File: config.mk
export PLATFORM = sky130hd
export DESIGN_NAME = imem_fetch_ctrl
export DESIGN_NICKNAME = d
export VERILOG_FILES = /design/src/rtl/imem_fetch_ctrl.sv
export SDC_FILE = /design/constraint.sdc
export NUM_CORES = 1
export LEC_CHECK = 0
export ABC_AREA = 0
export CORE_AREA = 2 2 112 103
export CTS_BUF_LIST = sky130_fd_sc_hd__clkbuf_2
export DETAILED_ROUTE_END_ITERATION = 10
export DIE_AREA = 0 0 114 105
export PLACE_DENSITY = 0.73
export SYNTH_ARGS = -nofsm -noshare
export SYNTH_HDL_FRONTEND = slang
export SYNTH_SLANG_ARGS = --single-unit
File: constraint.sdc
create_clock -name clk -period 7.4 [get_ports clk]
set_clock_uncertainty 0.05 [all_clocks]
set_input_delay 1.11 -clock clk [delete_from_list [all_inputs] [get_ports clk]]
set_output_delay 1.11 -clock clk [all_outputs]
set_load 0.02 [all_outputs]
File: src/rtl/imem_fetch_ctrl.sv
// imem_fetch_ctrl: fetch sequencer in front of a synchronous-read IMEM (1-cycle read latency).
// Latency: a read issued in cycle t is presented to decode in cycle t+2; 1 instr/cycle sustained.
// Backpressure: out reg + 1-entry skid absorb inst_ready=0; issue throttles so nothing is ever dropped.
//
// Ports:
//   clk, reset       clock (posedge) and asynchronous active-high reset
//   fetch_en         allow new reads; when low, in-flight/buffered data still drains
//   imem_addr        word address to IMEM (= fetch PC register)
//   imem_rdata       IMEM data for the address sampled at the previous posedge
//   inst_valid/ready valid/ready handshake to decode; inst_data/inst_pc carry the instruction
//   redirect_valid   1-cycle restart request at redirect_pc; squashes everything buffered/in flight
module imem_fetch_ctrl #(
    parameter int                 ADDR_W   = 12,
    parameter int                 DATA_W   = 32,
    parameter logic [ADDR_W-1:0]  RESET_PC = '0
) (
    input  logic              clk,
    input  logic              reset,
    input  logic              fetch_en,
    output logic [ADDR_W-1:0] imem_addr,
    input  logic [DATA_W-1:0] imem_rdata,
    output logic              inst_valid,
    input  logic              inst_ready,
    output logic [DATA_W-1:0] inst_data,
    output logic [ADDR_W-1:0] inst_pc,
    input  logic              redirect_valid,
    input  logic [ADDR_W-1:0] redirect_pc
);

    logic [ADDR_W-1:0] fetch_pc_q,    fetch_pc_d;
    logic              inflight_q,    inflight_d;
    logic [ADDR_W-1:0] inflight_pc_q, inflight_pc_d;
    logic              out_valid_q,   out_valid_d;
    logic [DATA_W-1:0] out_data_q,    out_data_d;
    logic [ADDR_W-1:0] out_pc_q,      out_pc_d;
    logic              skid_valid_q,  skid_valid_d;
    logic [DATA_W-1:0] skid_data_q,   skid_data_d;
    logic [ADDR_W-1:0] skid_pc_q,     skid_pc_d;

    logic       pop;
    logic       issue;
    logic       out_free;
    logic [1:0] occ;
    logic [1:0] occ_after_pop;

    assign imem_addr  = fetch_pc_q;
    // A redirect hides the current output so decode never consumes a squashed instruction.
    assign inst_valid = out_valid_q & ~redirect_valid;
    assign inst_data  = out_data_q;
    assign inst_pc    = out_pc_q;

    assign pop           = inst_valid & inst_ready;
    assign occ           = {1'b0, out_valid_q} + {1'b0, skid_valid_q} + {1'b0, inflight_q};
    assign occ_after_pop = occ - {1'b0, pop};
    // Only issue when the returning word is guaranteed a slot (out or skid) one cycle later.
    assign issue         = fetch_en & ~redirect_valid & (occ_after_pop < 2'd2);
    assign out_free      = ~out_valid_q | pop;

    always_comb begin
        fetch_pc_d    = fetch_pc_q;
        inflight_d    = inflight_q;
        inflight_pc_d = inflight_pc_q;
        out_valid_d   = out_valid_q;
        out_data_d    = out_data_q;
        out_pc_d      = out_pc_q;
        skid_valid_d  = skid_valid_q;
        skid_data_d   = skid_data_q;
        skid_pc_d     = skid_pc_q;

        if (redirect_valid) begin
            fetch_pc_d   = redirect_pc;
            inflight_d   = 1'b0;
            out_valid_d  = 1'b0;
            skid_valid_d = 1'b0;
        end else begin
            // Issue side: the memory re-reads the held address when idle; that data is ignored.
            inflight_d = issue;
            if (issue) begin
                inflight_pc_d = fetch_pc_q;
                fetch_pc_d    = fetch_pc_q + 1'b1;
            end

            // Capture side: skid is older than the returning word, so it moves to out first.
            if (out_free) begin
                if (skid_valid_q) begin
                    out_valid_d  = 1'b1;
                    out_data_d   = skid_data_q;
                    out_pc_d     = skid_pc_q;
                    skid_valid_d = inflight_q;
                    if (inflight_q) begin
                        skid_data_d = imem_rdata;
                        skid_pc_d   = inflight_pc_q;
                    end
                end else if (inflight_q) begin
                    out_valid_d = 1'b1;
                    out_data_d  = imem_rdata;
                    out_pc_d    = inflight_pc_q;
                end else begin
                    out_valid_d = 1'b0;
                end
            end else if (inflight_q) begin
                // Out is held; the issue throttle guarantees the skid is empty here.
                skid_valid_d = 1'b1;
                skid_data_d  = imem_rdata;
                skid_pc_d    = inflight_pc_q;
            end
        end
    end

    always_ff @(posedge clk or posedge reset) begin
        if (reset) begin
            fetch_pc_q    <= RESET_PC;
            inflight_q    <= 1'b0;
            inflight_pc_q <= '0;
            out_valid_q   <= 1'b0;
            out_data_q    <= '0;
            out_pc_q      <= '0;
            skid_valid_q  <= 1'b0;
            skid_data_q   <= '0;
            skid_pc_q     <= '0;
        end else begin
            fetch_pc_q    <= fetch_pc_d;
            inflight_q    <= inflight_d;
            inflight_pc_q <= inflight_pc_d;
            out_valid_q   <= out_valid_d;
            out_data_q    <= out_data_d;
            out_pc_q      <= out_pc_d;
            skid_valid_q  <= skid_valid_d;
            skid_data_q   <= skid_data_d;
            skid_pc_q     <= skid_pc_d;
        end
    end

endmodule

Word level (Yosys, flattened, before mapping)
Cells that the tools add are included.
Storage, ports and cells
  flip-flop bits (word level): 115
  bits in latches: 0
  bits in writable memories: 0
  bits in read-only memories: 0
  input bits: 49
  output and inout bits: 57
  logic and storage cells: 50
  memories kept: 0
Cells by class
  add/sub/neg operators: 4
  $mul: 0
  divide/modulo/power cells: 0
  $lt $le $gt $ge: 1
  eq/ne operators: 1
  shift-type cells: 0
  mux-type cells: 21
  bitwise logic cells: 7
  reduce and logical (&&, ||, !) cells: 7
Operators by type and width (count)
  $mux W32: 5
  $mux W12: 7
  $add A12 B1 Y12 const B: 1
  $mux W1: 9
  $reduce_bool A2 Y1: 3
  $and A1 B1 Y1: 4
  $reduce_and A2 Y1: 2
  $reduce_and A3 Y1: 1
  $reduce_bool A3 Y1: 1
  $add A1 B1 Y2: 1
  $add A2 B1 Y2: 1
  $lt A2 B2 Y1 const B: 1
  $ne A2 B2 Y1 const B: 1
  $not A1 Y1: 2
  $sub A2 B1 Y2: 1
  $or A1 B1 Y1: 1

Depth between registers and ports, before layout
  word-level depth: 8
  depth in mapped cells: 13
  mapped depth without buffers: 11

Worst setup path after synthesis
No wires, ideal clock.
  path type: input to register
  start: input redirect_valid
  end: register inflight_pc_q[0]
  setup time: 0.125 ns
  arrival time: 3.623 ns
  required time: 7.225 ns
  setup slack: 3.602 ns
  cell stages on the path: 13
  buffers on the path: 3
  cells stage by stage: buf_2 nor2_1 nand2_1 inv_1 ha_1 inv_1 ha_1 a21oi_2 mux2i_1 and2_0 buf_2 buf_4 mux2_2
Between the ends
  cells in the longest elaborated chain, start to end: 7
  elaborated cells between the ends (all ways): 8
  classes of those cells: add/sub (1); order compare (1); bitwise (5); reduce/logical (1)
RTL lines
  start: declaration: RTL line 26  | input logic redirect_valid,
  $not A1 Y1 (no source line)
  $and A1 B1 Y1: RTL line 48  | assign inst_valid = out_valid_q & ~redirect_valid;
  named net inst_valid: RTL line 22  | output logic inst_valid,
  $and A1 B1 Y1: RTL line 52  | assign pop = inst_valid & inst_ready;
  $sub A2 B1 Y2: RTL line 54  | assign occ_after_pop = occ - {1'b0, pop};
  $lt A2 B2 Y1: RTL line 56  | assign issue = fetch_en & ~redirect_valid & (occ_after_pop < 2'd2);
  $and A1 B1 Y1: RTL line 56
  $reduce_and A2 Y1 (no source line)
  end signal: assignment: RTL line 124  | inflight_pc_q <= inflight_pc_d;
  end: declaration: RTL line 32  | logic [ADDR_W-1:0] inflight_pc_q, inflight_pc_d;
The timed path passes the listed nets, and every way through them passes these cells.
A chain may end at the register's enable or synchronous reset.

Worst setup path after layout
  start: input redirect_valid
  end: register inflight_pc_q[4]
Between the ends
  cells in the longest elaborated chain, start to end: 7
  elaborated cells between the ends (all ways): 8
  classes of those cells: add/sub (1); order compare (1); bitwise (5); reduce/logical (1)
RTL lines (RTL line)
  $not A1 Y1 (no source line) *
  $and A1 B1 Y1: 48
  $and A1 B1 Y1: 52
  $sub A2 B1 Y2: 54
  $lt A2 B2 Y1: 56
  $and A1 B1 Y1: 56
  $reduce_and A2 Y1 (no source line) *
Every way passes the cells marked *; elsewhere a longest branch is shown, timed or not.

==> run summary <==
status: finished clean
Crit path depth: 11
Final period util: 0.534
worst setup margin: 3450 ps
first-pass detailed-route iteration total: 4
peak supply drop: 0.111 mV
top-area cell type share of the netlist area: 0.581
initial antenna violation count: 0
worst path arrival time: 4390 ps
synth top area cells: dfrtp_1 58%, mux2_2 13%, mux2i_1 9.3%
commonest cells after routing, fill and taps aside: 114 x dfrtp_1, 105 x clkdlybuf4s50_1, 56 x mux2_2
MaxCap Viol Count: 0
crit path max fanout: 13
later-pin clock latency in the skew report: 610 ps
root buf cell: clkbuf_2
fmax: 253 MHz
Psw: 0.546 mW
setup TNS: 0 ps
final count of hold timing violations: 0
fill cell count: 931
P per Cell Area: 280 nW/um^2
crit path time final: 3950 ps
core area: 10700 um^2
Clock transition at path regs: 150 ps
Worst Setup End Kind: register
critical path required time: 7840 ps
Post-CTS Resized: 0
vias: 3507
via/cell ratio: 5.29
Reg power frac: 0.488
number of DRC markers in iteration 0: 158
routed length per instance: 15.6 um
Routed WL: 10.3 mm
Combinational Power Share: 0.253
layout cell share with drive strength beyond 1: 0.185
global-route wire length before repair: 17.2 mm
CP startpoint: redirect_valid
worst setup path endpoint: inflight_pc_q[4]$_DFFE_PP0P_
WHS Path Cells: 2
Mapped Area: 4960 um^2
H-tree depth: 4
FF-to-FF End: inflight_pc_q[4]$_DFFE_PP0P_
Yosys reg bits: 115
RSZ-0062 raised after global routing: false
dpl ws: 2810 ps
worst slew pin tran: 856 ps
Site Rows: 36
setup bufs post-CTS: 0
crit path buf inv count: 3
crit path cell chain: clkdlybuf4s50_1 -> nor2_1 -> nand2_1 -> inv_1 -> ha_1 -> inv_1 -> ha_1 -> a21oi_2 -> mux2i_1 -> and2_0 -> mux2_2
most common cell after layout, fill and taps aside: dfrtp_1
area of the multi-input gates: 1960 um^2
Die Width: 114 um
Synth Warn #: 0
routability congestion estimate: 0.750
synthesized area per cell: 12.0 um^2
Antenna diodes: 0
switching share of total power: 0.305
Int Power: 1.25 mW
PortBufs: 105
CTS tree: done
Net count, final: 570
Starting Density: 0.462
syn_nets: 465
placed cell area: 6120 um^2
Slew Limit Fails: 0
Top delay family on crit path: simple AND/OR/NAND/NOR gates
dpl cells: 631
fin cells: 663
crit-path max cell delay: 730 ps
largest net degree at the start of global routing: 90
Worst R2R Start: out_valid_q$_DFFE_PP0P_
Num CTS Buffers: 17
Leak: 2.73 nW
Hold WS: 452 ps
synth unique cells: 29
final setup violation count: 0
total gr overflow: 0
Clk pwr share: 0.258
Synth area leader: dfrtp_1
Max clock buf depth: 2
Worst Reg-to-Reg Cells: 11
HP Class: register to register
die area: 12000 um^2
die span in y: 105 um
vias in the first global route: 3537
critical path's slowest cell: and2_0
hold-fix buffers at CTS: 0
Crit Path Category: primary input to register
FF/Latch Area: 2880 um^2
relative slew slack: 0.429
startpoint types: primary input
io pins: 106
drt drc: 0
Seq/Total Area, Yosys: 0.581
area grow syn2layout: 29.0%
Final Cell Area: 6400 um^2
Total GRT Usage: 0.181
Post-Syn Instances: 412
Routed Antenna Nets: 0
DP HPWL: 6.77 mm
clock sink count: 115
R2R Setup Slk: 4170 ps
[metal layers]
metal,GRT usage,up-vias,wire (um)
met2,0.275,104,4780
met3,0.0441,6,531
met1,0.257,1734,4950
met4,0.0557,0,62
li1,-,1663,-
met5,0,-,0
[power by group through the flow]
| stage | logic [mW] | clock network, mW | registers, mW |
|---|---|---|---|
| after floorplan | 0.171 | 0 | 0.950 |
| after global placement | 0.447 | 0 | 0.880 |
| after detailed placement | 0.460 | 0 | 0.890 |
| after CTS | 0.461 | 0.478 | 0.876 |
| after global routing | 0.493 | 0.511 | 0.898 |
| final | 0.454 | 0.463 | 0.875 |
[metrics by stage]
| stage | power, mW | util |
|---|---|---|
| 6_report | 1.79 | 0.597 |
| 5_1_grt | 1.90 | 0.597 |
| 4_1_cts | 1.82 | 0.597 |
| 3_5_place_dp | 1.35 | 0.570 |
| 3_3_place_gp | 1.33 | 0.570 |
| 2_1_floorplan | 1.12 | - |
[how the worst min path moves through the flow]
stage / startpoint / end / slack (ps)
2_1_floorplan: skid_data_q[0]$_DFFE_PP0P_ / skid_data_q[0]$_DFFE_PP0P_ / 430
3_3_place_gp: inst_data[8]$_DFFE_PP0P_ / inst_data[8]$_DFFE_PP0P_ / 410
3_5_place_dp: inst_data[31]$_DFFE_PP0P_ / inst_data[31]$_DFFE_PP0P_ / 420
4_1_cts: inst_data[31]$_DFFE_PP0P_ / inst_data[31]$_DFFE_PP0P_ / 460
5_1_grt: inst_data[4]$_DFFE_PP0P_ / inst_data[4]$_DFFE_PP0P_ / 480
6_report: inst_data[2]$_DFFE_PP0P_ / inst_data[2]$_DFFE_PP0P_ / 450
[state kept, by name (all words and copies together), names as in the netlist]
register and count:
imem_addr 12, inflight_pc_q 12, inflight_q 1, inst_data 32, inst_pc 12, out_valid_q 1
skid_data_q 32, skid_pc_q 12, skid_valid_q 1
[synthesized netlist by cell type, drive strengths merged]
library cell,instances
nand3,4
nand2,55
mux2i,46
mux2,58
a31oi,9
dfrtp,115
nand3b,1
or3,7
nand4,3
ha,4
inv,6
buf,13
o211ai,1
xnor2,2
and2,1
a21oi,2
nand2b,1
nand4b,1
and4,2
o31ai,2
or4,2
nor2,11
o21ai,56
clkbuf,10
[worst min-delay path, stage by stage, from the launching register on]
cell and delay, ps:
dfrtp_1 370, nand2_1 40, o21ai_0 60
[logic make-up after synthesis]
| kind of cell | after synthesis | synth area share |
|---|---|---|
| flip-flops | 115 | 0.581 |
| multiplexers | 104 | 0.226 |
| AND/OR/NAND/NOR | 88 | 0.0790 |
| AO/OA/AOI/OAI | 70 | 0.0752 |
| buffers and inverters | 29 | 0.0255 |
| adder cells (fa/ha/maj) | 4 | 0.0101 |
| XOR/XNOR | 2 | 0.00353 |
[area by class of cell]
class	count	share of cell area
sequential	115	0.450
multi-input combinational	268	0.307
timing repair buffer	109	0.169
clock inverter	13	0.0290
tap	133	0.0260
clock buffer	19	0.0149
inverter	6	0.00391
(Power assumes the default switching activity.)
